`config.mk`:
```
export PLATFORM = sky130hd
export DESIGN_NAME = message_sequencer_flat
export DESIGN_NICKNAME = d
export VERILOG_FILES = /design/src/rtl/message_sequencer_if.sv /design/src/rtl/message_sequencer.sv /design/src/flat_wrapper.sv
export SDC_FILE = /design/constraint.sdc
export NUM_CORES = 1
export LEC_CHECK = 0
export ABC_CLOCK_PERIOD_IN_PS = 2300
export CORE_AREA = 2 2 63 65
export CTS_CLUSTER_DIAMETER = 60
export DETAILED_ROUTE_END_ITERATION = 8
export DIE_AREA = 0 0 65 67
export PLACE_DENSITY = 0.76
export SETUP_SLACK_MARGIN = 0.1
export SYNTH_ARGS = -nofsm -noshare
export SYNTH_HDL_FRONTEND = slang
export SYNTH_SLANG_ARGS = --single-unit
```
`constraint.sdc`:
```
create_clock -name clk -period 2.3 [get_ports clk]
set_input_delay 0.575 -clock clk [delete_from_list [all_inputs] [get_ports clk]]
set_output_delay 0.575 -clock clk [all_outputs]
set_load 0.01 [all_outputs]
```
`src/rtl/message_sequencer_if.sv`:
```
// message_sequencer_if: control inputs and overlay/status outputs of the game message sequencer
// master: frame_tick, start, skip, abort out; overlay flags, seconds_left, state in
// slave:  the sequencer side, directions mirrored
`timescale 1ns/1ps
interface message_sequencer_if;
  logic       frame_tick;
  logic       start;
  logic       skip;
  logic       abort;
  logic       get_ready;
  logic       playing;
  logic       times_up;
  logic       leaderboard;
  logic [6:0] seconds_left;
  logic [2:0] state;
  modport master (
    output frame_tick, start, skip, abort,
    input  get_ready, playing, times_up, leaderboard, seconds_left, state
  );
  modport slave (
    input  frame_tick, start, skip, abort,
    output get_ready, playing, times_up, leaderboard, seconds_left, state
  );
endinterface

```
`src/rtl/message_sequencer.sv`:
```
// message_sequencer: frame-timed IDLE/READY/PLAY/TIMESUP/BOARD screen sequencer with game countdown
// clk, reset (async active-high) plain ports; bus.slave carries frame_tick/start/skip/abort in,
// get_ready/playing/times_up/leaderboard overlays, seconds_left and encoded state out
`timescale 1ns/1ps
module message_sequencer #(
  parameter int READY_FRAMES   = 180,
  parameter int TICKS_PER_SEC  = 60,
  parameter int PLAY_SECONDS   = 60,
  parameter int TIMESUP_FRAMES = 120,
  parameter int BOARD_FRAMES   = 600
) (
  input logic clk,
  input logic reset,
  message_sequencer_if.slave bus
);
  typedef enum logic [2:0] {IDLE, READY, PLAY, TIMESUP, BOARD} state_t;
  localparam int PW = TICKS_PER_SEC > 1 ? $clog2(TICKS_PER_SEC) : 1;
  localparam logic [9:0] RF = 10'(READY_FRAMES - 1);
  localparam logic [9:0] TF = 10'(TIMESUP_FRAMES - 1);
  localparam logic [9:0] BF = 10'(BOARD_FRAMES - 1);
  localparam logic [PW-1:0] TP = PW'(TICKS_PER_SEC - 1);
  localparam logic [6:0] PS = 7'(PLAY_SECONDS);
  state_t st, st_n;
  logic [9:0] fc, fc_n;
  logic [PW-1:0] pre, pre_n;
  logic [6:0] sec, sec_n;
  logic wrap, tick_fc;
  always_comb begin
    wrap = bus.frame_tick && pre == TP;
    tick_fc = bus.frame_tick && st inside {READY, TIMESUP, BOARD};
    st_n = st;
    case (st)
      IDLE:    st_n = bus.start ? READY : IDLE;
      READY:   st_n = (bus.skip || (bus.frame_tick && fc == RF)) ? PLAY : READY;
      PLAY:    st_n = (wrap && sec == 7'd1) ? TIMESUP : PLAY;
      TIMESUP: st_n = (bus.skip || (bus.frame_tick && fc == TF)) ? BOARD : TIMESUP;
      BOARD:   st_n = (bus.skip || (bus.frame_tick && fc == BF)) ? IDLE : BOARD;
      default: st_n = IDLE;
    endcase
    if (bus.abort) st_n = IDLE;
    // any state change restarts the frame count, so every timed screen starts from 0
    fc_n = st_n != st ? '0 : fc + {9'd0, tick_fc};
    pre_n = (st_n != PLAY || st != PLAY) ? '0 : bus.frame_tick ? (wrap ? '0 : pre + PW'(1)) : pre;
    sec_n = st_n != PLAY ? '0 : st != PLAY ? PS : wrap ? sec - 7'd1 : sec;
  end
  always_ff @(posedge clk or posedge reset) begin
    if (reset) begin
      st <= IDLE;
      fc <= '0;
      pre <= '0;
      sec <= '0;
      bus.get_ready <= 1'b0;
      bus.playing <= 1'b0;
      bus.times_up <= 1'b0;
      bus.leaderboard <= 1'b0;
    end else begin
      st <= st_n;
      fc <= fc_n;
      pre <= pre_n;
      sec <= sec_n;
      bus.get_ready <= st_n == READY;
      bus.playing <= st_n == PLAY;
      bus.times_up <= st_n == TIMESUP;
      bus.leaderboard <= st_n == BOARD;
    end
  end
  assign bus.state = st;
  assign bus.seconds_left = sec;
endmodule

```
`src/flat_wrapper.sv`:
```
// flat-port wrapper written by rule: the top's interface ports become plain ports
module message_sequencer_flat 
#(
  parameter int READY_FRAMES   = 180,
  parameter int TICKS_PER_SEC  = 60,
  parameter int PLAY_SECONDS   = 60,
  parameter int TIMESUP_FRAMES = 120,
  parameter int BOARD_FRAMES   = 600
)
  (clk, reset, bus_frame_tick, bus_start, bus_skip, bus_abort, bus_get_ready, bus_playing, bus_times_up, bus_leaderboard, bus_seconds_left, bus_state);
  message_sequencer_if bus_i ();
  input logic clk;
  input logic reset;
  input wire logic [$bits(bus_i.frame_tick)-1:0] bus_frame_tick;
  input wire logic [$bits(bus_i.start)-1:0] bus_start;
  input wire logic [$bits(bus_i.skip)-1:0] bus_skip;
  input wire logic [$bits(bus_i.abort)-1:0] bus_abort;
  output wire logic [$bits(bus_i.get_ready)-1:0] bus_get_ready;
  output wire logic [$bits(bus_i.playing)-1:0] bus_playing;
  output wire logic [$bits(bus_i.times_up)-1:0] bus_times_up;
  output wire logic [$bits(bus_i.leaderboard)-1:0] bus_leaderboard;
  output wire logic [$bits(bus_i.seconds_left)-1:0] bus_seconds_left;
  output wire logic [$bits(bus_i.state)-1:0] bus_state;
  assign bus_i.frame_tick = bus_frame_tick;
  assign bus_i.start = bus_start;
  assign bus_i.skip = bus_skip;
  assign bus_i.abort = bus_abort;
  assign bus_get_ready = bus_i.get_ready;
  assign bus_playing = bus_i.playing;
  assign bus_times_up = bus_i.times_up;
  assign bus_leaderboard = bus_i.leaderboard;
  assign bus_seconds_left = bus_i.seconds_left;
  assign bus_state = bus_i.state;
  message_sequencer #(.READY_FRAMES(READY_FRAMES), .TICKS_PER_SEC(TICKS_PER_SEC), .PLAY_SECONDS(PLAY_SECONDS), .TIMESUP_FRAMES(TIMESUP_FRAMES), .BOARD_FRAMES(BOARD_FRAMES)) u_core (.clk(clk), .reset(reset), .bus(bus_i));
endmodule
```
After elaboration in Yosys (flattened, before gate mapping)
Index checks and enable logic that the tools add are counted.
{"block": "totals", "output_inout_bits": 14, "ram_bits": 0, "n_memories": 0, "latchBits": 0, "reg_bits": 30, "inputBits": 6, "elab_cells": 55, "rom_bits": 0}
{"block": "op_classes", "n_lt_le_gt_ge": 0, "bitwise_logic": 0, "n_shift": 0, "muxes": 14, "mul": 0, "div": 0, "reduce_logical": 14, "n_eq_ne": 16, "add_sub_neg": 3}
{"op": "2-to-1 mux 7 bit", "n": 3}
{"op": "2-to-1 mux 6 bit", "n": 3}
{"op": "one-hot mux 3 bit (5 select lines)", "n": 1}
{"op": "equality test 3 x 2 -> 1 bit (second input constant)", "n": 4}
{"op": "adder 10 x 1 -> 10 bit", "n": 1}
{"op": "equality test 10 bit (second input constant)", "n": 1}
{"op": "equality test 10 x 7 -> 1 bit (second input constant)", "n": 1}
{"op": "equality test 10 x 8 -> 1 bit (second input constant)", "n": 1}
{"op": "2-to-1 mux 10 bit", "n": 1}
{"op": "2-to-1 mux 3 bit", "n": 3}
{"op": "equality test 7 x 1 -> 1 bit (second input constant)", "n": 1}
{"op": "subtractor 7 x 1 -> 7 bit (second input constant)", "n": 1}
{"op": "adder 6 x 1 -> 6 bit (second input constant)", "n": 1}
{"op": "equality test 3 x 1 -> 1 bit (second input constant)", "n": 2}
{"op": "equality test 3 bit (second input constant)", "n": 2}
{"op": "equality test 6 bit (second input constant)", "n": 1}
{"op": "logical AND 1 bit", "n": 6}
{"op": "inequality test 3 x 2 -> 1 bit (second input constant)", "n": 2}
{"op": "nonzero test 3 bit", "n": 2}
{"op": "logical OR 1 bit", "n": 4}
{"op": "logical NOT 3 bit", "n": 1}
{"op": "inequality test 3 bit", "n": 1}
{"op": "2-to-1 mux 1 bit", "n": 2}
{"op": "2-to-1 mux 2 bit", "n": 1}
{"op": "nonzero test 2 bit", "n": 1}

Logic depth before layout (Yosys ltp)
Gate-level depths: netlist of the first run.
{"block": "depth", "word_depth": 9, "depth_mapped": 11}

Worst setup path before layout of the first run
No wires, ideal clock.
{"block": "synth_timing", "path_kind": "input to register", "start": "input port bus_frame_tick", "end": "register u_core.fc[8]", "path_slack_ps": 205, "cell_stages": 9, "setup_ps": 134, "arrival_ps": 1961, "cell_sequence": "clkbuf_1 nor2b_1 ha_1 ha_1 nand3_1 nor2_1 and3_2 xnor2_1 nor3_1"}
{"block": "synth_via", "elab_chain_len": 7, "elab_cells_between_ends": 18, "classes_between": "add/sub (1); eq/ne (1); mux (7); reduce/logical (9)"}
{"element": "start, declared", "line": "flat_wrapper.sv:14", "text": "input wire logic [$bits(bus_i.frame_tick)-1:0] bus_frame_tick;"}
{"element": "logical AND 1 bit (on tied branches)"}
{"element": "logical OR 1 bit (tied with other cells)", "line": "message_sequencer.sv:36", "text": "TIMESUP: st_n = (bus.skip || (bus.frame_tick && fc == TF)) ? BOARD : TIMESUP;"}
{"element": "2-to-1 mux 3 bit (tied with other cells)", "line": "message_sequencer.sv:36"}
{"element": "one-hot mux 3 bit (5 select lines)", "line": "message_sequencer.sv:32", "text": "case (st)"}
{"element": "2-to-1 mux 3 bit", "line": "message_sequencer.sv:40", "text": "if (bus.abort) st_n = IDLE;"}
{"element": "inequality test 3 bit", "line": "message_sequencer.sv:42", "text": "fc_n = st_n != st ? '0 : fc + {9'd0, tick_fc};"}
{"element": "2-to-1 mux 10 bit *", "line": "message_sequencer.sv:42"}
{"element": "net u_core.fc_n[8]", "line": "message_sequencer.sv:24", "text": "logic [9:0] fc, fc_n;"}
{"element": "end signal, assigned", "line": "message_sequencer.sv:58", "text": "fc <= fc_n;"}
{"element": "end, declared", "line": "message_sequencer.sv:24"}
Mark *: on every way through the listed nets, which the timed path passes. The rest lies on a longest branch.
A chain may end at the register's enable or synchronous reset.

Worst setup path in the final report of the first run
{"block": "layout_timing", "start": "input port bus_skip", "end": "register u_core.fc[3]"}
{"block": "layout_via", "elab_chain_len": 6, "elab_cells_between_ends": 10, "classes_between": "eq/ne (1); mux (6); reduce/logical (3)"}
{"element": "start, declared", "line": "flat_wrapper.sv:16", "text": "input wire logic [$bits(bus_i.skip)-1:0] bus_skip;"}
{"element": "logical OR 1 bit (on tied branches)", "line": "message_sequencer.sv:36, message_sequencer.sv:34, message_sequencer.sv:37"}
{"element": "2-to-1 mux 3 bit (tied with other cells)", "line": "message_sequencer.sv:36"}
{"element": "one-hot mux 3 bit (5 select lines) *", "line": "message_sequencer.sv:32"}
{"element": "2-to-1 mux 3 bit *", "line": "message_sequencer.sv:40"}
{"element": "inequality test 3 bit *", "line": "message_sequencer.sv:42"}
{"element": "2-to-1 mux 10 bit *", "line": "message_sequencer.sv:42"}
{"element": "net u_core.fc_n[3]", "line": "message_sequencer.sv:24"}
Marked as above.

==> metrics.csv, run 1 <==
metric,value,unit
outcome,finished clean,
period_share,0.9417,
ys_seq_elements,30,
rrSetupSlack,200,ps
cp.depth,8,
synth_xor_xnor_area_share,0.06936,
grt_pass1_wl,6506,µm
setup_violations,0,
final_nets,234,
path_max_fanout,10,
rows,22,
grtUsageTotal,0.1980,
setup.worst_path.end_class,register,
insertedDiodeCount,0,
synth_top_family_by_area,simple AND/OR/NAND/NOR gates,
holdPathStages,2,
grt_overflow,0,
r2r_start,u_core.fc[6],
yosys.area_share.simple,0.2965,
synth.distinct_cells,53,
r2r_cells,6,
synth_nets,189,
layout_setup_ws,134.0,ps
cellLeakagePower,0.9861,nW
synth-compound-area-share,0.1302,
avgViaCountPerCell,5.632,
worst_path_max_delay_cell,clkdlybuf4s50_1,
postLayoutCellArea,2323,µm²
antenna_found_initial,0,
synthFlopType,dfrtp_1,
crit_path_start,bus_skip,
start_kind,primary input,
globalplace.congestion,0.9430,
clock_skew,6.265,ps
remaining_drc_errors,0,
cts_sinks,30,
finalHoldViolations,0,
drt_iter0_drc,136,
cp.arrival,2360,ps
setup.worst_path.end,u_core.fc[3],
die_h,67,µm
path_clk_slew,60,ps
cts-buffers-inserted,5,
area_delta_synth_final,31.42,%
syn_inst,178,
ir_worst_vdd,0.0003004,V
fillers,291,
drive_gt1_frac,0.2679,
ant_nets,0,
start_util,0.4903,
cp_top_family,buffers and inverters,
grt_max_degree,31,
criticalPathCategory,primary input to register,
core-area,3606,µm²
reg2reg_to,u_core.fc[3],
pre_cts_slack,-261.5,ps
drt_first_pass_iters,5,
avgRoutedWirePerCell,14.42,µm
ys_seq_area_frac,0.4246,
layout_min_cycle_time,2166,ps
cts_tree,done,
clock-root-buffer,clkbuf_8,
drv_slew,0,
synth_edf_count,0,
die-area,4355,µm²
cap_viol_max_count,0,
clkLatencyLatePin,280,ps
synth_adder_area_share,0.03539,
fin_cells,272,
cts.path.max_buffers,2,
synth_area,1768,µm²
crit_chain,clkdlybuf4s50_1 > nor3b_2 > or2b_2 > o21ai_0 > buf_4 > o221ai_4 > buf_12 > nor3_1,
ys_warn_count,0,
rsz0062_at_grt,false,
cp_num_buf_inv,3,
critPathRequiredTime,2490,ps
async_flop_share,1.000,
syn_area_per_cell,9.932,µm²
p_per_area,540.8,nW/µm²
max_freq,0.4617,GHz
hp-class,register to register,
ctsHtreeMaxLevel,2,
slowest_delay,440,ps
dpl_cell_area,2157,µm²
synth.area.mux_share,0.01203,
routed_wl,3922,µm
io_pins,20,
slew_headroom,0.7005,
tightestPinTransition,443.4,ps
io_buffers,19,
placedCellCount,263,
grt_pass1_vias,1517,
dieWidth,65,µm
vias,1532,
hpwl,2743,µm
## per-stage QoR
step	total power [W]	util	TNS [ps]	hold WS (ps)
after floorplan	0.0006594	-	0	513.4
after global placement	0.0007238	0.5982	-1793	537.4
after detailed placement	0.0007294	0.5982	-3242	555.2
after CTS	0.001256	0.6319	0	573.7
after global routing	0.001312	0.6443	0	601.1
final	0.001256	0.6443	0	571.3
## sequential cells by signal, summed over array words and instances, names as in the netlist
register                 cells
u_core.bus.leaderboard       1
u_core.bus.times_up          1
u_core.bus.seconds_left      7
u_core.bus.state             3
u_core.bus.get_ready         1
u_core.pre                   6
u_core.bus.playing           1
u_core.fc                   10
## layer usage
| layer | vias up | track usage | routed length [µm] |
|---|---|---|---|
| li1 | 728 | - | - |
| met1 | 757 | 0.2253 | 1687 |
| met2 | 40 | 0.3479 | 2004 |
| met3 | 7 | 0.03209 | 161 |
| met4 | 0 | 0.1197 | 69 |
| met5 | - | 0 | 0 |
## worst reg2reg max path: stages (launching register included)
cell and delay, ps:
dfrtp_1 440, or4b_4 590, nor4_4 290, o21ba_2 200
o221ai_4 130, buf_12 170, nor3_1 190
## layout make-up
cell class,count,area (µm²),area share
multi-input combinational,138,994.7,0.4281
sequential,30,752.0,0.3236
timing repair buffer,44,392.9,0.1691
clock buffer,5,68.82,0.02962
tap,48,60.06,0.02585
clock inverter,3,40.04,0.01723
inverter,4,15.01,0.006462
## placed cells by master (no fill, tap or decap), drive strengths merged, types with 2 or more instances in the layout
cell,synthesis,layout
clkdlybuf4s50,0,18
xor2,5,5
ha,5,5
a31oi,2,2
and3,2,2
nor3,14,14
o21ai,5,5
nand2,9,9
inv,4,4
nand3b,2,2
nor2b,3,3
xnor2,9,9
clkinv,0,2
or4b,2,2
buf,4,25
nor4,3,3
nand3,8,8
a21oi,12,12
or2b,5,5
nor4b,2,2
clkbuf,2,5
nor2,22,22
nand4b,2,2
nor3b,5,5
dfrtp,30,30
## cells by family after synthesis
group | Yosys count
fa+ha+maj | 5
simple gates | 86
buf+inv | 10
flops | 30
mux | 2
compound gates | 31
xor+xnor | 14
## power by group
group / switching, W / internal, W
Combinational: 0.0000866 / 0.0000871
Sequential: 0.0000172 / 0.000543
Clock: 0.000204 / 0.000318
## Yosys cell counts, types with 3 or more instances
master / instances / area share
a21oi_1: 11 / 0.031
dfrtp_1: 30 / 0.42
nor3b_1: 5 / 0.021
buf_4: 3 / 0.013
xor2_1: 5 / 0.025
or2b_2: 4 / 0.020
ha_1: 5 / 0.035
nand3_1: 7 / 0.020
inv_1: 4 / 0.0085
xnor2_1: 9 / 0.045
nand2_1: 8 / 0.017
o21ai_0: 5 / 0.014
nor2b_1: 3 / 0.011
nor2_1: 22 / 0.047
nor3_1: 14 / 0.040
## worst min path at each step
stage | from | slack (ps) | to
2_1_floorplan | u_core.pre[1] | 510 | u_core.pre[1]
3_3_place_gp | u_core.pre[1] | 540 | u_core.pre[1]
3_5_place_dp | u_core.pre[4] | 560 | u_core.pre[4]
4_1_cts | u_core.pre[4] | 570 | u_core.pre[4]
5_1_grt | u_core.pre[5] | 600 | u_core.pre[5]
6_report | u_core.pre[4] | 570 | u_core.pre[4]
## repair_timing
item / CTS / global route
setup endpoints to repair: 2 / 25
pin swaps: 0 / 2
hold buffers: 0 / 0
gates resized for setup: 2 / 7
setup buffers: 0 / 1
(Power assumes the default switching activity.)
==> run 2: changes to the inputs <==
--- a/config.mk
+++ b/config.mk
@@ -5,12 +5,13 @@
 export SDC_FILE = /design/constraint.sdc
 export NUM_CORES = 1
 export LEC_CHECK = 0
-export ABC_CLOCK_PERIOD_IN_PS = 2300
-export CORE_AREA = 2 2 63 65
+export ABC_AREA = 1
+export ABC_CLOCK_PERIOD_IN_PS = 2400
+export CORE_AREA = 2 2 64 66
 export CTS_CLUSTER_DIAMETER = 60
 export DETAILED_ROUTE_END_ITERATION = 8
-export DIE_AREA = 0 0 65 67
-export PLACE_DENSITY = 0.76
+export DIE_AREA = 0 0 66 68
+export PLACE_DENSITY = 0.77
 export SETUP_SLACK_MARGIN = 0.1
 export SYNTH_ARGS = -nofsm -noshare
 export SYNTH_HDL_FRONTEND = slang
==> constraint.sdc (replaced) <==
create_clock -name clk -period 2.4 [get_ports clk]
set_input_delay 0.6 -clock clk [delete_from_list [all_inputs] [get_ports clk]]
set_output_delay 0.6 -clock clk [all_outputs]
set_load 0.01 [all_outputs]
==> run 2 against run 1 <==
Clock power down 4.2%. Cell count up 17%. Via count up 1.0%. Routed wire length down 10%. Core utilization down 4.9 points. Register-to-register slack better by 140 ps. Power down 4.9%. Sequential cell count unchanged. Design area down 1.1%. Worst setup slack better by 210 ps. Non-clock buffer count down 14. Clock-buffer cell count up 2. Critical path type is now register to register.
==> metrics.csv, run 2 <==
metric,value,unit
grt_overflow,0,
grt_max_degree,31,
grtUsageTotal,0.1827,
p_per_area,520.3,nW/µm²
syn_area_per_cell,8.003,µm²
max_freq,0.4863,GHz
cts-buffers-inserted,5,
synthFlopType,dfrtp_1,
grt_pass1_wl,6113,µm
synth_nets,243,
holdPathStages,2,
tightestPinTransition,418.8,ps
syn_inst,232,
cts_sinks,30,
drt_iter0_drc,71,
start_util,0.4815,
ys_warn_count,0,
synth_common_cells,"43 x nand2_1, 31 x inv_1, 30 x dfrtp_1, 27 x nor2_1, 20 x nand3_1",
ant_nets,0,
synth.distinct_cells,29,
hpwl,2643,µm
mostFrequentLayoutCell,nand2_1,
vias,1548,
avgViaCountPerCell,4.868,
period_share,0.8568,
drv_slew,0,
die-area,4488,µm²
post-synth-top-area-fraction,0.4043,
cap_viol_max_count,0,
dpl_cell_area,2162,µm²
clock-root-buffer,clkbuf_8,
insertedDiodeCount,0,
core-area,3856,µm²
cellLeakagePower,1.086,nW
final_nets,278,
crit_chain,nor2_2 > nand2_1 > a21oi_2 > ha_2 > ha_1 > nand2_1 > nor2_2 > inv_1 > nor3_2 > nand2_1 > xor2_1 > nor2_2,
area_delta_synth_final,23.72,%
clkLatencyLatePin,290,ps
avgRoutedWirePerCell,11.08,µm
hp-class,register to register,
largest_reg_flops,10,
start_kind,register,
drt_first_pass_iters,5,
ctsHtreeMaxLevel,2,
synth_edf_count,0,
clock_skew,9.713,ps
regMostFlops,u_core.fc,
finalHoldViolations,0,
fin_total_pwr,0.001195,W
ir_worst_vdd,0.0002872,V
hp-start,u_core.pre[0],
rows,23,
drive_gt1_frac,0.2351,
whs,562.4,ps
reg2reg_to,u_core.fc[8],
setup.worst_path.end_class,register,
path_clk_slew,70,ps
synth_area_leaders,"dfrtp_1 40%, nand2_1 8.7%, inv_1 6.3%, nor2_1 5.5%, nand3_1 5.4%",
antenna_found_initial,0,
async_flop_share,1.000,
dieWidth,66,µm
postLayoutCellArea,2297,µm²
setup-tns-final,0,ps
setup_violations,0,
io_buffers,19,
rsz0062_at_grt,false,
worst_path_max_delay_cell,dfrtp_2,
post-synth-top-count-cell,nand2_1,
ys_seq_elements,30,
slew_headroom,0.7183,
cts.path.max_buffers,2,
routed_wl,3523,µm
path_max_fanout,6,
grt_pass1_vias,1383,
cp.arrival,2220,ps
synth_area,1857,µm²
hold_path_end,u_core.pre[0],
cp_num_buf_inv,1,
r2r_start,u_core.bus.state[0],
critPathRequiredTime,2570,ps
globalplace.congestion,0.8359,
yosysTopAreaCell,dfrtp_1,
outcome,finished clean,
layout_common_cells,"43 x nand2_1, 31 x inv_1, 28 x dfrtp_1",
r2r_cells,12,
layout_min_cycle_time,2056,ps
cp_top_family,simple AND/OR/NAND/NOR gates,
cts-hold-fix-buffers,0,
remaining_drc_errors,0,
slowest_delay,450,ps
criticalPathCategory,register to register,
die_h,68,µm
io_pins,20,
rrSetupSlack,340,ps
cts_tree,done,
ys_seq_area_frac,0.4043,
[run 2: changes by cell type after synthesis, moves of 5 or more]
cell     delta
nand3_1    +13
inv_1      +27
xnor2_1     -5
nand2_1    +35
a21oi_1     -6
nor2_2     +14
nor3b_1     -5
nor2_1      +5
inv_2       +6
nor3_1      -9
[run 2: cell families after synthesis]
logic type / Yosys count / synth area share
AO/OA/AOI/OAI: 18 / 0.05189
XOR/XNOR: 10 / 0.05121
adder cells (fa/ha/maj): 5 / 0.03369
buffers and inverters: 40 / 0.09030
flip-flops: 30 / 0.4043
AND/OR/NAND/NOR: 129 / 0.3686
[run 2: worst max-delay path by stage]
stage,cells past startpoint,end,slack [ps],start
after floorplan,12,u_core.fc[8],370,bus_frame_tick
after global placement,12,u_core.fc[8],-40,bus_frame_tick
after detailed placement,12,u_core.fc[8],-180,bus_frame_tick
after CTS,12,u_core.fc[8],110,bus_frame_tick
after global routing,12,u_core.fc[8],110,u_core.bus.state[0]
final,12,u_core.fc[8],340,u_core.bus.state[0]
[run 2: through the flow]
stage          utilization  cells  setup WS, ps
2_1_floorplan            -    232         366.8
3_3_place_gp        0.5607    309        -36.99
3_5_place_dp        0.5607    309        -179.8
4_1_cts             0.5883    317         108.0
5_1_grt             0.5957    318         107.1
6_report            0.5957    318         343.7
[run 2: timing repair]
item	in CTS	in global routing
buffers inserted	0	1
gates resized for setup	0	8
setup endpoints to repair	0	14
[run 2: final cells by class]
cell class / instances / area (µm²)
sequential: 30 / 753.2
clock inverter: 1 / 30.03
tap: 50 / 62.56
clock buffer: 7 / 76.32
inverter: 38 / 145.1
multi-input combinational: 162 / 954.7
timing repair buffer: 30 / 275.3
fill: 341 / 1559
[run 2: where the power goes]
part	switching (W)	total (W)	internal, W
Combinational	0.0000983	0.000162	0.0000637
Clock	0.000189	0.000500	0.000310
Sequential	0.0000133	0.000533	0.000520
[run 2: worst reg2reg max path, stage by stage, from the launching register on]
cell	delay, ps
dfrtp_2	450
nor2_2	140
nand2_1	110
a21oi_2	140
ha_2	190
ha_1	160
nand2_1	70
nor2_2	100
inv_1	60
nor3_2	200
nand2_1	80
xor2_1	160
nor2_2	60
[run 2: layer usage]
metal | GRT usage | wire, µm
met1 | 0.2357 | 1681
met2 | 0.2955 | 1611
met3 | 0.05428 | 183
met4 | 0.06122 | 47
met5 | 0 | 0
